$ cat src/rtl/affine_pkg.sv
// Constants and types shared by the affine MV pipeline: the sub-block scanner, the
// transform stage and the MV collector.
package affine_pkg;

    localparam int S_MIN      = 3;
    localparam int S_MAX      = 6;
    localparam int SB_LOG2    = 2;
    localparam int LAT        = 2;
    localparam int CENTRE_OFF = 2;
    localparam int IDX_W      = 8;

    typedef enum logic {
        IDLE = 1'b0,
        SCAN = 1'b1
    } state_t;

    typedef struct packed {
        logic             valid;
        logic             last;
        logic [IDX_W-1:0] idx;
    } tag_t;

    function automatic logic s_legal(input logic [3:0] s);
        return (s >= 4'(S_MIN)) && (s <= 4'(S_MAX));
    endfunction

endpackage

$ cat src/rtl/affine_tag_delay.sv
// DEPTH-stage shift register carrying {valid,last,idx} alongside the fixed-latency
// transform, so each tag leaves on the same cycle as its transform result.
module affine_tag_delay
    import affine_pkg::*;
#(
    parameter int DEPTH = affine_pkg::LAT
) (
    input  logic clk,
    input  logic rst,
    input  tag_t tag,
    output tag_t delayed,
    output logic pending
);

    tag_t stage [DEPTH];

    // NOTE: the tag array is reset, because a mid-scan reset must drop in-flight tags.
    always_ff @(posedge clk or negedge rst) begin
        if (!rst) begin
            for (int i = 0; i < DEPTH; i++) stage[i] <= '0;
        end else begin
            stage[0] <= tag;
            for (int i = 1; i < DEPTH; i++) stage[i] <= stage[i-1];
        end
    end

    assign delayed = stage[DEPTH-1];

    // Tags still travelling towards the output stage.
    always_comb begin
        pending = 1'b0;
        for (int i = 0; i < DEPTH - 1; i++) pending = pending | stage[i].valid;
    end

endmodule

$ cat src/rtl/affine_subblock_scanner.sv
// Walks a 2^S x 2^S coding unit in 4x4 sub-blocks, one per clock, feeding sub-block
// centres to the affine transform and tagging its results for the MV collector.
module affine_subblock_scanner #(
    parameter int WIDTH   = 8,
    parameter int SB_LOG2 = affine_pkg::SB_LOG2,
    parameter int LAT     = affine_pkg::LAT
) (
    input  logic                    clk,
    input  logic                    rst,
    input  logic                    cu_valid,
    output logic                    cu_ready,
    input  logic [3:0]              cu_S,
    input  logic signed [WIDTH-1:0] cu_mv0_h,
    input  logic signed [WIDTH-1:0] cu_mv1_h,
    input  logic signed [WIDTH-1:0] cu_mv0_v,
    input  logic signed [WIDTH-1:0] cu_mv1_v,
    output logic [3:0]              at_S,
    output logic signed [WIDTH-1:0] at_x,
    output logic signed [WIDTH-1:0] at_y,
    output logic signed [WIDTH-1:0] at_mv0_h,
    output logic signed [WIDTH-1:0] at_mv1_h,
    output logic signed [WIDTH-1:0] at_mv0_v,
    output logic signed [WIDTH-1:0] at_mv1_v,
    output logic                    out_valid,
    output logic                    out_last,
    output logic [7:0]              out_idx,
    output logic                    busy,
    output logic                    err
);
    import affine_pkg::*;

    localparam int CW = S_MAX - SB_LOG2;

    state_t                  state, state_nxt;
    logic [3:0]              s_q, shamt;
    logic signed [WIDTH-1:0] mv0_h_q, mv1_h_q, mv0_v_q, mv1_v_q;
    logic [CW-1:0]           cx, cy, n_max;
    logic                    last_issue, accept, take, pending;
    tag_t                    issue_q, tag_out;

    function automatic logic signed [WIDTH-1:0] centre(input logic [CW-1:0] c);
        return WIDTH'((int'(c) << SB_LOG2) + CENTRE_OFF);
    endfunction

    assign shamt      = s_q - 4'(SB_LOG2);
    assign n_max      = CW'((32'd1 << shamt) - 32'd1);
    assign last_issue = (state == SCAN) && (cx == n_max) && (cy == n_max);
    assign cu_ready   = (state == IDLE) || last_issue;
    assign accept     = cu_valid && cu_ready;
    assign take       = accept && s_legal(cu_S);

    always_ff @(posedge clk or negedge rst) begin
        if (!rst) state <= IDLE;
        else      state <= state_nxt;
    end

    // NOTE: state_nxt gets a default first, so no path through the case infers a latch.
    always_comb begin
        state_nxt = state;
        case (state)
            IDLE:    if (take) state_nxt = SCAN;
            SCAN:    if (last_issue && !take) state_nxt = IDLE;
            default: state_nxt = IDLE;
        endcase
    end

    // NOTE: non-blocking assignments, so every register samples pre-edge values.
    always_ff @(posedge clk or negedge rst) begin
        if (!rst) begin
            s_q      <= '0;
            mv0_h_q  <= '0;
            mv1_h_q  <= '0;
            mv0_v_q  <= '0;
            mv1_v_q  <= '0;
            cx       <= '0;
            cy       <= '0;
            at_S     <= '0;
            at_x     <= '0;
            at_y     <= '0;
            at_mv0_h <= '0;
            at_mv1_h <= '0;
            at_mv0_v <= '0;
            at_mv1_v <= '0;
            issue_q  <= '0;
            err      <= 1'b0;
        end else begin
            err     <= accept && !s_legal(cu_S);
            issue_q <= '0;
            if (state == SCAN) begin
                at_S     <= s_q;
                at_x     <= centre(cx);
                at_y     <= centre(cy);
                at_mv0_h <= mv0_h_q;
                at_mv1_h <= mv1_h_q;
                at_mv0_v <= mv0_v_q;
                at_mv1_v <= mv1_v_q;
                issue_q  <= '{valid: 1'b1, last: last_issue,
                              idx: IDX_W'((int'(cy) << shamt) | int'(cx))};
                if (cx == n_max) begin
                    cx <= '0;
                    cy <= cy + CW'(1);
                end else begin
                    cx <= cx + CW'(1);
                end
            end
            // An accept on the last issue overrides the counter step: no bubble.
            if (take) begin
                s_q     <= cu_S;
                mv0_h_q <= cu_mv0_h;
                mv1_h_q <= cu_mv1_h;
                mv0_v_q <= cu_mv0_v;
                mv1_v_q <= cu_mv1_v;
                cx      <= '0;
                cy      <= '0;
            end
        end
    end

    affine_tag_delay #(.DEPTH(LAT)) u_tag_delay (
        .clk     (clk),
        .rst     (rst),
        .tag     (issue_q),
        .delayed (tag_out),
        .pending (pending)
    );

    assign out_valid = tag_out.valid;
    assign out_last  = tag_out.last;
    assign out_idx   = tag_out.idx;
    assign busy      = (state == SCAN) || issue_q.valid || pending;

endmodule

$ cat config.mk
export PLATFORM = sky130hd
export DESIGN_NAME = affine_subblock_scanner
export DESIGN_NICKNAME = d
export VERILOG_FILES = /design/src/rtl/affine_pkg.sv /design/src/rtl/affine_tag_delay.sv /design/src/rtl/affine_subblock_scanner.sv
export SDC_FILE = /design/constraint.sdc
export NUM_CORES = 1
export LEC_CHECK = 0
export ABC_AREA = 1
export BUFFER_PORTS_ARGS = -buffer_cell sky130_fd_sc_hd__buf_4
export CAP_MARGIN = 30
export CORE_MARGIN = 2
export CORE_UTILIZATION = 56
export CTS_BUF_LIST = sky130_fd_sc_hd__clkbuf_8
export CTS_CLUSTER_SIZE = 28
export DETAILED_ROUTE_END_ITERATION = 8
export PLACE_DENSITY = 0.8
export SLEW_MARGIN = 20
export SYNTH_ARGS = -nofsm -noshare
export SYNTH_HDL_FRONTEND = slang
export SYNTH_SLANG_ARGS = --single-unit
$ cat constraint.sdc
create_clock -name clk -period 3.7 [get_ports clk]
set_input_delay 0.555 -clock clk [delete_from_list [all_inputs] [get_ports clk]]
set_output_delay 0.555 -clock clk [all_outputs]
set_load 0.01 [all_outputs]
==> key figures, run 1 <==
Outcome
  • Status: completed

Die
  • Core ar.: 8640 um2
  • Starting Density: a little under three fifths
  • Die extent in y: between 90 and 100 um
  • Row cnt: 34
  • Die area: 9580 um2
  • Die width: 97.9 um
  • I/O pins: 104

Timing
  • Fin. Hold Viols: 0
  • Final setup vio count: 0
  • Final period util: 92.9%
  • Slew Viols, Final: 0
  • Hold_ws: slightly below 80 ps
  • Clock Skews: 12.3 ps
  • Max Freq: 291 MHz
  • Min Tclk post-route: about 3400 ps
  • Unrepaired setup endpoints after global routing: no
  • Setup_tns: 0 ps

Place
  • I/O Buffers: 97
  • Placed Area: 5660 um2
  • Gpl congestion: 0.854
  • Dpl hpwl: 6750 um
  • DP Cell Count: 704

Logic synthesis
  • EDFF count, synth: 0
  • Mux contribution to synthesized area: 0%
  • Async set-or-reset flop fraction in the synthesized netlist: 100%
  • Mapped Area: 4930 um2
  • Mapped Avg Cell Area: 9.38 um2
  • Register area share after synthesis: 61.4%
  • Synthesis-stage register bit count: about 120
  • Synth warn: 0
  • Compound-Gate Fraction of Synth Area: 7.30%
  • Cell count after synthesis: 526
  • Main combinational cell family by area after synthesis: simple AND/OR/NAND/NOR gates
  • Synth cell types: 30
  • Post-Synth XOR/XNOR Area: less than 1%
  • Most used DFF post-synth: dfrtp_1
  • Fraction of the mapped netlist area in adder cells: 1.01%
  • Simple-gate share of the synthesized area: 20.4%

Routing
  • Iter 0 DRT Violations: about 200
  • Vias: 3674
  • Drc violations: 0
  • Average wire per standard cell: roughly 14 um
  • WL final: between 10000 and 15000 um
  • Vias per cell: 4.99
  • Number of detailed-route iterations in the first pass: 5
  • Post-DRT Antenna Nets: 0

Clocking
  • Max clock buf depth: 2
  • Clk_lat worst skew: 430 ps
  • Sink Count: between 100 and 150
  • Num CTS Buffers: 17
  • CTS tree: built
  • CTS H-tree depth: 4
  • CTS root buffer: clkbuf_8
  • # hold bufs at CTS: 0
  • Worst-path clk slew: 70 ps

Pwr
  • Switch share: 22.0%
  • Reg power frac: ~52%
  • PwrDens: approximately 420 nW/um2
  • Worst vdd ir: roughly 0.24 mV
  • Clock power share: 45.0%
  • NetSw: 0.000559 W
  • Gate power share: 2.9%
  • Int Pwr: a little under 0.002 W
  • Leakage: 3.34 nW

Setup path
  • FF-to-FF setup slack: 490 ps
  • FF-to-FF End: cy[3]
  • WS Path Type: reg -> out
  • Critical R2R Launch: s_q[1]
  • Crit-path max cell delay: 410 ps
  • Arr. time, crit path: about 2900 ps
  • Cell mode on critical path: nand2_1
  • CP max-delay cell: dfrtp_2
  • Critical Path Sink: cu_ready
  • CP Max Fanout: 11
  • Worst Setup SP: s_q[1]
  • R2R cell count: 18
  • Worst setup SP type: register
  • Worst setup EP type: output pin
  • Crit path cell chain: clkinv_2 -> ha_4 -> nand2_1 -> inv_2 -> nand3_2 -> ha_1 -> nand2_1 -> nand2_1 -> nor2_1 -> nand3_1 -> nor2_1 -> nand3_1 -> o21ai_4 -> buf_4
  • CP required: 3140 ps

Final layout
  • Share of post-route cells with drive strength above 1: 24.8%
  • Fill count: 641
  • N_diodes: 0
  • Non-Filler Instances: 737
  • Area growth syn-to-layout: 23.3%
  • Nets: 659
  • Finished Cell Area: approximately 6100 um2

GRT
  • Vias in the first global route: 3629
  • Antenna violations before repair: 0
  • Overall Global Routing Usage: 22.3%
  • Largest net degree at the start of global routing: 75
  • First-pass GRT wire length: 17000 um
  • GRT overflow: 0

Flow run
  • Max Cap Violations: 0

Hold path
  • Hold WC Path Type: in -> async
cell usage after synthesis, types with 2 or more instances:
library cell / number / area [um2]
nand3_2: 3 / 30.0
o21ai_0: 44 / 220
o211ai_1: 4 / 30.0
o21ai_2: 6 / 52.6
nand2_1: 191 / 717
inv_1: 50 / 188
dfrtp_1: 121 / 3030
o31ai_1: 2 / 15.0
nor3_1: 3 / 15.0
buf_4: 16 / 120
inv_2: 3 / 11.3
xor2_1: 5 / 43.8
buf_6: 4 / 45.0
clkinv_1: 2 / 7.51
nand4_1: 11 / 68.8
nor2_1: 9 / 33.8
clkbuf_1: 17 / 63.8
a21oi_1: 2 / 10.0
ha_1: 4 / 50.1
nand3_1: 19 / 95.1
logic make-up after synthesis:
| kind of cell | count (synthesis) |
|---|---|
| AOI/OAI and AO/OA | 61 |
| xor gates and xnor gates | 5 |
| adders and majority gates | 4 |
| buffers and inverters | 93 |
| DFF | 121 |
| other | 1 |
| and+or+nand+nor | 241 |
worst min path at each step:
stage / start / end / slack [ps] / cells past startpoint
after floorplan: rst / at_S[0] / 260 / 0
after global placement: u_tag_delay.stage[10] / u_tag_delay.delayed[0] / 330 / 0
after detailed placement: u_tag_delay.stage[14] / u_tag_delay.delayed[4] / 330 / 0
after CTS: rst / u_tag_delay.delayed[9] / 70 / 1
after global routing: rst / at_mv1_v[4] / 90 / 1
final: rst / u_tag_delay.delayed[9] / 80 / 1
repair_timing:
item	CTS	global route
buffers inserted	0	1
gates resized for setup	4	2
endpoints found under the setup margin	1	1
gates cloned	0	0
pin swaps	0	1
layout by cell type, fill, tap and decap left out, types with 3 or more instances in the layout:
| cell | n |
|---|---|
| inv_2 | 3 |
| nor3_1 | 3 |
| nor2_1 | 9 |
| buf_4 | 102 |
| nand3_1 | 19 |
| inv_1 | 52 |
| conb_1 | 6 |
| ha_1 | 3 |
| nand3_2 | 3 |
| clkinv_2 | 4 |
| clkbuf_8 | 19 |
| clkinvlp_4 | 4 |
| o211ai_1 | 4 |
| dfrtp_1 | 119 |
| o21ai_2 | 6 |
| nand4_1 | 11 |
| xor2_1 | 5 |
| nand2_1 | 190 |
| o21ai_0 | 44 |
power by group through the flow:
stage               clock network, W   logic, W  registers (W)
floorplan                          0  0.0000159        0.00135
global placement                   0  0.0000715        0.00135
detailed placement                 0  0.0000766        0.00135
CTS                          0.00117  0.0000767        0.00132
global route                 0.00124  0.0000851        0.00132
finish                       0.00114  0.0000741        0.00132
through the flow:
| step | setup WS [ps] | total power (W) | util (%) |
|---|---|---|---|
| after global routing | 34.2 | 0.00264 | 70.4 |
| after detailed placement | 228 | 0.00142 | 65.5 |
| final | 261 | 0.00254 | 70.4 |
| after global placement | 468 | 0.00142 | 65.2 |
| after CTS | 113 | 0.00257 | 70.3 |
| after floorplan | 756 | 0.00136 | - |
worst max-delay path, delay by kind of cell, from the launching register on:
kind / cells / cell delay, ps
AND/OR/NAND/NOR: 8 / 740
flip-flops: 1 / 410
buffers and inverters: 3 / 380
AO/OA/AOI/OAI: 1 / 200
adder cells (fa/ha/maj): 2 / 710
cell type report:
| type | count | area (um2) | area share (%) |
|---|---|---|---|
| flip-flops and latches | 121 | 3030 | 49.8 |
| multi-input cells | 317 | 1500 | 24.7 |
| repair buffers | 104 | 813 | 13.4 |
| clock buffers | 19 | 262 | 4.30 |
| inverters | 55 | 208 | 3.41 |
| well taps | 108 | 135 | 2.22 |
| clock inverters | 13 | 130 | 2.14 |
metal layers:
| metal | wire length (um) | GRT usage, % | part of all wire (%) |
|---|---|---|---|
| met5 | 0 | 0 | 0 |
| met4 | 116 | 8.97 | 1.2 |
| met3 | 658 | 7.02 | 6.6 |
| met2 | 4910 | 35.1 | 49 |
| met1 | 4320 | 29.0 | 43 |
Note: power is estimated with default switching activity, not from simulation.
==> run 2, diff against run 1 <==
- RECOVER_POWER: default -> 25
==> run 2 against run 1 <==
The run now ends with capacitance limit, slew limit left; fmax unchanged; clock skew unchanged; count of clock-buffer cells in the layout unchanged; final area decreased by 0.43%; hold slack improved by 260 ps; register-to-register slack about the same; critical path depth unchanged; cell count unchanged; global-route usage unchanged; clock power about the same; critical endpoint unchanged; highest routed layer unchanged.
==> key figures, run 2 (synthesized netlist as in run 1, its figures left out) <==
GRT
  • Antenna violations before repair: 0
  • Overall Global Routing Usage: 22.3%
  • Met1 global-route usage: 29.0%
  • Vias in the first global route: 3629
  • Most Crowded Layer GR: met2
  • Met2 Track Usage GR: 35.1%
  • GRT overflow: 0
  • Met3 Usage GRT: between 7 and 8%
  • First-pass GRT wire length: 17000 um
  • Largest net degree at the start of global routing: 75

Clocking
  • CTS tree: built
  • CTS H-tree depth: 4
  • Worst-path clk slew: 70 ps
  • Num CTS Buffers: 17
  • Max clock buf depth: 2
  • # hold bufs at CTS: 0
  • Sink Count: ~120
  • CTS root buffer: clkbuf_8
  • Clk_lat worst skew: ~430 ps

Outcome
  • Status: complete, but fails checks
  • Failing checks: capacitance limit, slew limit

Routing
  • Average wire per standard cell: 13.6 um
  • Number of detailed-route iterations in the first pass: 5
  • Iter 0 DRT Violations: 201
  • Drc violations: 0
  • WL final: 10000 um
  • Vias: 3674
  • Vias per cell: 4.99
  • Post-DRT Antenna Nets: 0

Setup path
  • FF-to-FF End: cy[3]
  • WS Path Type: reg -> out
  • Worst setup SP type: register
  • R2R cell count: 18
  • Critical R2R Launch: s_q[1]
  • FF-to-FF setup slack: 490 ps
  • Worst setup EP type: output pin
  • Arr. time, crit path: 2880 ps
  • CP Max Fanout: 11
  • CP required: 3140 ps

Die
  • Die extent in y: 97.9 um
  • Row cnt: 34
  • Core ar.: 8640 um2
  • Die area: 9580 um2
  • I/O pins: around 100
  • Starting Density: a little under three fifths
  • Die width: 97.9 um

Final layout
  • Area of the multi-input gates: 1500 um2
  • Finished Cell Area: 6060 um2
  • Share of post-route cells with drive strength above 1: 24.6%
  • Nets: 659
  • Fill count: 644
  • Most frequent cells in the layout: nand2_1 (190), dfrtp_1 (119), buf_4 (101)
  • Area growth syn-to-layout: 22.7%
  • Commonest non-fill, non-tap cell in the layout: nand2_1
  • Register area: a little over 3000 um2
  • Non-Filler Instances: about 740
  • N_diodes: 0

Place
  • Dpl hpwl: 6750 um
  • DP Cell Count: 704
  • Gpl congestion: ~0.85
  • I/O Buffers: 97
  • Placed Area: between 5000 and 6000 um2

Timing
  • Clock Skews: 12.3 ps
  • Fin. Hold Viols: 0
  • Max Freq: about 290 MHz
  • Final setup vio count: 0
  • Slew Viols, Final: 36
  • Worst-Margin Slew: 1810 ps
  • Setup_tns: 0 ps
  • Unrepaired setup endpoints after global routing: no
  • Min Tclk post-route: approximately 3400 ps
  • Slew margin rel.: -20.4%
  • Final period util: 92.9%

Pwr
  • PwrDens: 419 nW/um2
  • Leakage: 3.33 nW
  • Worst vdd ir: 0.242 mV

Hold path
  • Hold Path Depth: 0
  • Min-Delay Startpoint: issue_q[3]
  • Hold WC Path Type: reg -> reg
  • Hold EP: u_tag_delay.stage[13]

Flow run
  • Max Cap Violations: 1
run 2: cell types whose count changed in the layout (fill, tap and decap cells not counted), sizes merged:
cell,change
clkbuf,+2
buf,-2
run 2: through the flow:
stage | power [W] | worst slack (ps) | hold WS [ps] | utilization [%]
after floorplan | 0.00136 | 756 | 259 | -
after global placement | 0.00142 | 468 | 332 | 65.2
after global routing | 0.00264 | 34.2 | 351 | 70.1
after CTS | 0.00257 | 113 | 74.7 | 70.3
after detailed placement | 0.00142 | 228 | 335 | 65.5
final | 0.00254 | 261 | 340 | 70.1
run 2: where the power goes:
group | internal, W | switching (W) | leakage, nW | total [W]
Clock | 0.000626 | 0.000518 | 0.196 | 0.00114
Combinational | 0.0000295 | 0.0000409 | 1.53 | 0.0000704
Sequential | 0.00132 | 0 | 1.61 | 0.00132
Total | 0.00198 | 0.000558 | 3.33 | 0.00254
run 2: final cells by class:
type / count / share of cell area [%]
clock inverter: 13 / 2.15
clock buffer: 19 / 4.32
sequential: 121 / 50.0
inverter: 55 / 3.43
tap: 108 / 2.23
timing repair buffer: 104 / 13.0
multi-input combinational: 317 / 24.8
run 2: routing by layer:
metal,wire [um],up-vias
li1,-,1805
met3,658,14
met4,116,0
met1,4330,1738
met2,4900,117
met5,0,-
run 2: worst max-delay path by stage:
stage,start,to,cells past startpoint
floorplan,s_q[1],cy[0],17
global placement,s_q[1],cy[3],15
detailed placement,s_q[1],cy[3],15
CTS,s_q[1],cu_ready,12
global route,s_q[1],cu_ready,14
finish,s_q[1],cu_ready,14
run 2: critical path, cell delays in order, from the launching register on:
cell	delay, ps
dfrtp_2	410
clkinv_2	140
ha_4	360
nand2_1	110
inv_2	90
nand3_2	90
ha_1	350
nand2_1	70
nand2_1	50
nor2_1	90
nand3_1	80
nor2_1	100
nand3_1	150
o21ai_4	200
buf_4	150
run 2: repair_timing:
item                       CTS  global route
pin swaps                    0             1
gates resized for setup      4             2
buffers inserted             0             1
setup endpoints to repair    1             1
==> run 3, diff against run 2 <==
- CORE_ASPECT_RATIO: default -> 1.25
==> run 3 against run 2 <==
The flow now finishes without violations; hold slack better by 10 ps; combinational power is 3% higher; wire length is 4.7% higher; via count is 2.0% higher; sequential cell count stayed put; worst setup slack worse by 76 ps; fmax is 2.2% lower; cell count is 2.0% higher; non-clock buffer count is 3 higher; critical path depth stayed put; critical path type unchanged.
==> key figures, run 3 (synthesized netlist as in run 1, its figures left out) <==
Place
  • Gpl congestion: 0.886
  • I/O Buffers: 97
  • Dpl hpwl: about 6900 um

Setup path
  • Worst Setup SP: s_q[1]
  • Worst setup EP type: output pin
  • Critical Path Sink: cu_ready
  • Worst setup SP type: register
  • R2R cell count: 18
  • CP Max Fanout: 11
  • FF-to-FF setup slack: 470 ps
  • Arr. time, crit path: 2960 ps
  • WS Path Type: reg -> out
  • CP required: between 3000 and 4000 ps
  • FF-to-FF End: cy[2]
  • Critical R2R Launch: s_q[1]

Timing
  • Worst-Margin Slew: 1470 ps
  • Setup_tns: 0 ps
  • Slew margin rel.: 2.26%
  • Clock Skews: 10.6 ps
  • Final setup vio count: 0
  • Fin. Hold Viols: 0
  • Slew Viols, Final: 0
  • Min Tclk post-route: around 3500 ps
  • Final period util: 95.0%
  • Max Freq: between 200 and 300 MHz

Pwr
  • Leakage: 3.38 nW
  • PwrDens: about 440 nW/um2
  • Worst vdd ir: 0.350 mV

Die
  • Starting Density: 57.3%
  • Core ar.: 8610 um2
  • Row cnt: 38
  • Die width: 88.0 um
  • I/O pins: 104
  • Die area: 9580 um2
  • Die extent in y: 109 um

Clocking
  • Num CTS Buffers: 17
  • Clk_lat worst skew: 430 ps
  • CTS H-tree depth: 4
  • # hold bufs at CTS: 0
  • Max clock buf depth: 2
  • Sink Count: 121
  • CTS root buffer: clkbuf_8
  • CTS tree: built
  • Worst-path clk slew: 70 ps

Routing
  • Drc violations: 0
  • Average wire per standard cell: 13.9 um
  • Vias per cell: 4.98
  • Number of detailed-route iterations in the first pass: 4
  • WL final: 10500 um
  • Post-DRT Antenna Nets: 0
  • Iter 0 DRT Violations: between 200 and 250
  • Vias: ~3700

Final layout
  • Most frequent cells in the layout: nand2_1 (190), dfrtp_1 (119), buf_4 (105)
  • N_diodes: 0
  • Nets: between 600 and 700
  • Final core occ: 71.7%
  • Commonest non-fill, non-tap cell in the layout: nand2_1
  • Share of post-route cells with drive strength above 1: 25.3%
  • Area growth syn-to-layout: 25.1%

GRT
  • Overall Global Routing Usage: between 20% and 30%
  • Vias in the first global route: 3662
  • GRT overflow: 0
  • Antenna violations before repair: 0
  • Largest net degree at the start of global routing: between 50 and 60
  • First-pass GRT wire length: 17100 um

Flow run
  • Max Cap Violations: 0

Hold path
  • Hold WC Path Type: reg -> reg

Outcome
  • Status: completed
==> run 3: changes by cell type in the layout (fill, tap and decap cells not counted), sizes merged <==
cell    delta
bufinv     +3
clkinv     -2
inv        -1
buf        +4
clkbuf     -1
==> run 3: critical path: stages (launching register included) <==
cell,delay (ps)
dfrtp_2,420
clkinvlp_4,170
ha_4,360
nand2_1,120
inv_2,100
nand3_2,100
ha_1,350
nand2_1,70
nand2_1,50
nor2_1,100
nand3_1,80
nor2_1,120
nand3_1,140
o21ai_4,200
buf_4,150
==> run 3: worst min path at each step <==
stage,startpoint,endpoint,slack (ps),cells after the start
2_1_floorplan,rst,at_S[0],260,0
3_3_place_gp,issue_q[7],u_tag_delay.stage[17],330,0
3_5_place_dp,issue_q[0],u_tag_delay.stage[10],330,0
4_1_cts,rst,at_mv1_v[3],210,1
5_1_grt,issue_q[0],u_tag_delay.stage[10],360,0
6_report,u_tag_delay.stage[17],u_tag_delay.delayed[7],350,0
==> run 3: through the flow <==
step / area (um2) / hold WS (ps) / setup WS [ps] / cells / power (W)
finish: 6170 / 350 / 185 / 752 / 0.00274
global route: 6170 / 358 / -27.8 / 752 / 0.00283
CTS: 6140 / 206 / 40.7 / 749 / 0.00277
detailed placement: 5660 / 335 / 334 / 717 / 0.00142
global placement: 5660 / 332 / 461 / 717 / 0.00142
floorplan: 4950 / 259 / 756 / 531 / 0.00136
==> run 3: final cells by class <==
type	instances	area [um2]
Timing Repair Buffer	107	813
Clock buffer	19	262
Tap cell	120	150
Fill cell	642	2440
Clock inverter	13	200
Inverter	55	210
Sequential cell	121	3030
Multi-Input combinational cell	317	1500
==> run 3: per-layer routing <==
layer,up-vias,wire (um),track usage (%),part of all wire [%]
met4,0,193,8.90,1.8
li1,1819,-,-,-
met3,17,532,6.89,5.1
met5,-,0,0,0
met2,107,5510,39.1,53
met1,1803,4230,29.1,40
==> run 3: report_power, final <==
group | internal (W) | total [W] | switching [W]
sequential | 0.00132 | 0.00132 | 0
clock | 0.000832 | 0.00135 | 0.000516
combinational | 0.0000309 | 0.0000722 | 0.0000413
==> run 3: timing repair <==
action / CTS / global route
pin swaps: 0 / 2
resized for setup: 3 / 3
buffers inserted: 0 / 3
setup endpoints to repair: 1 / 1
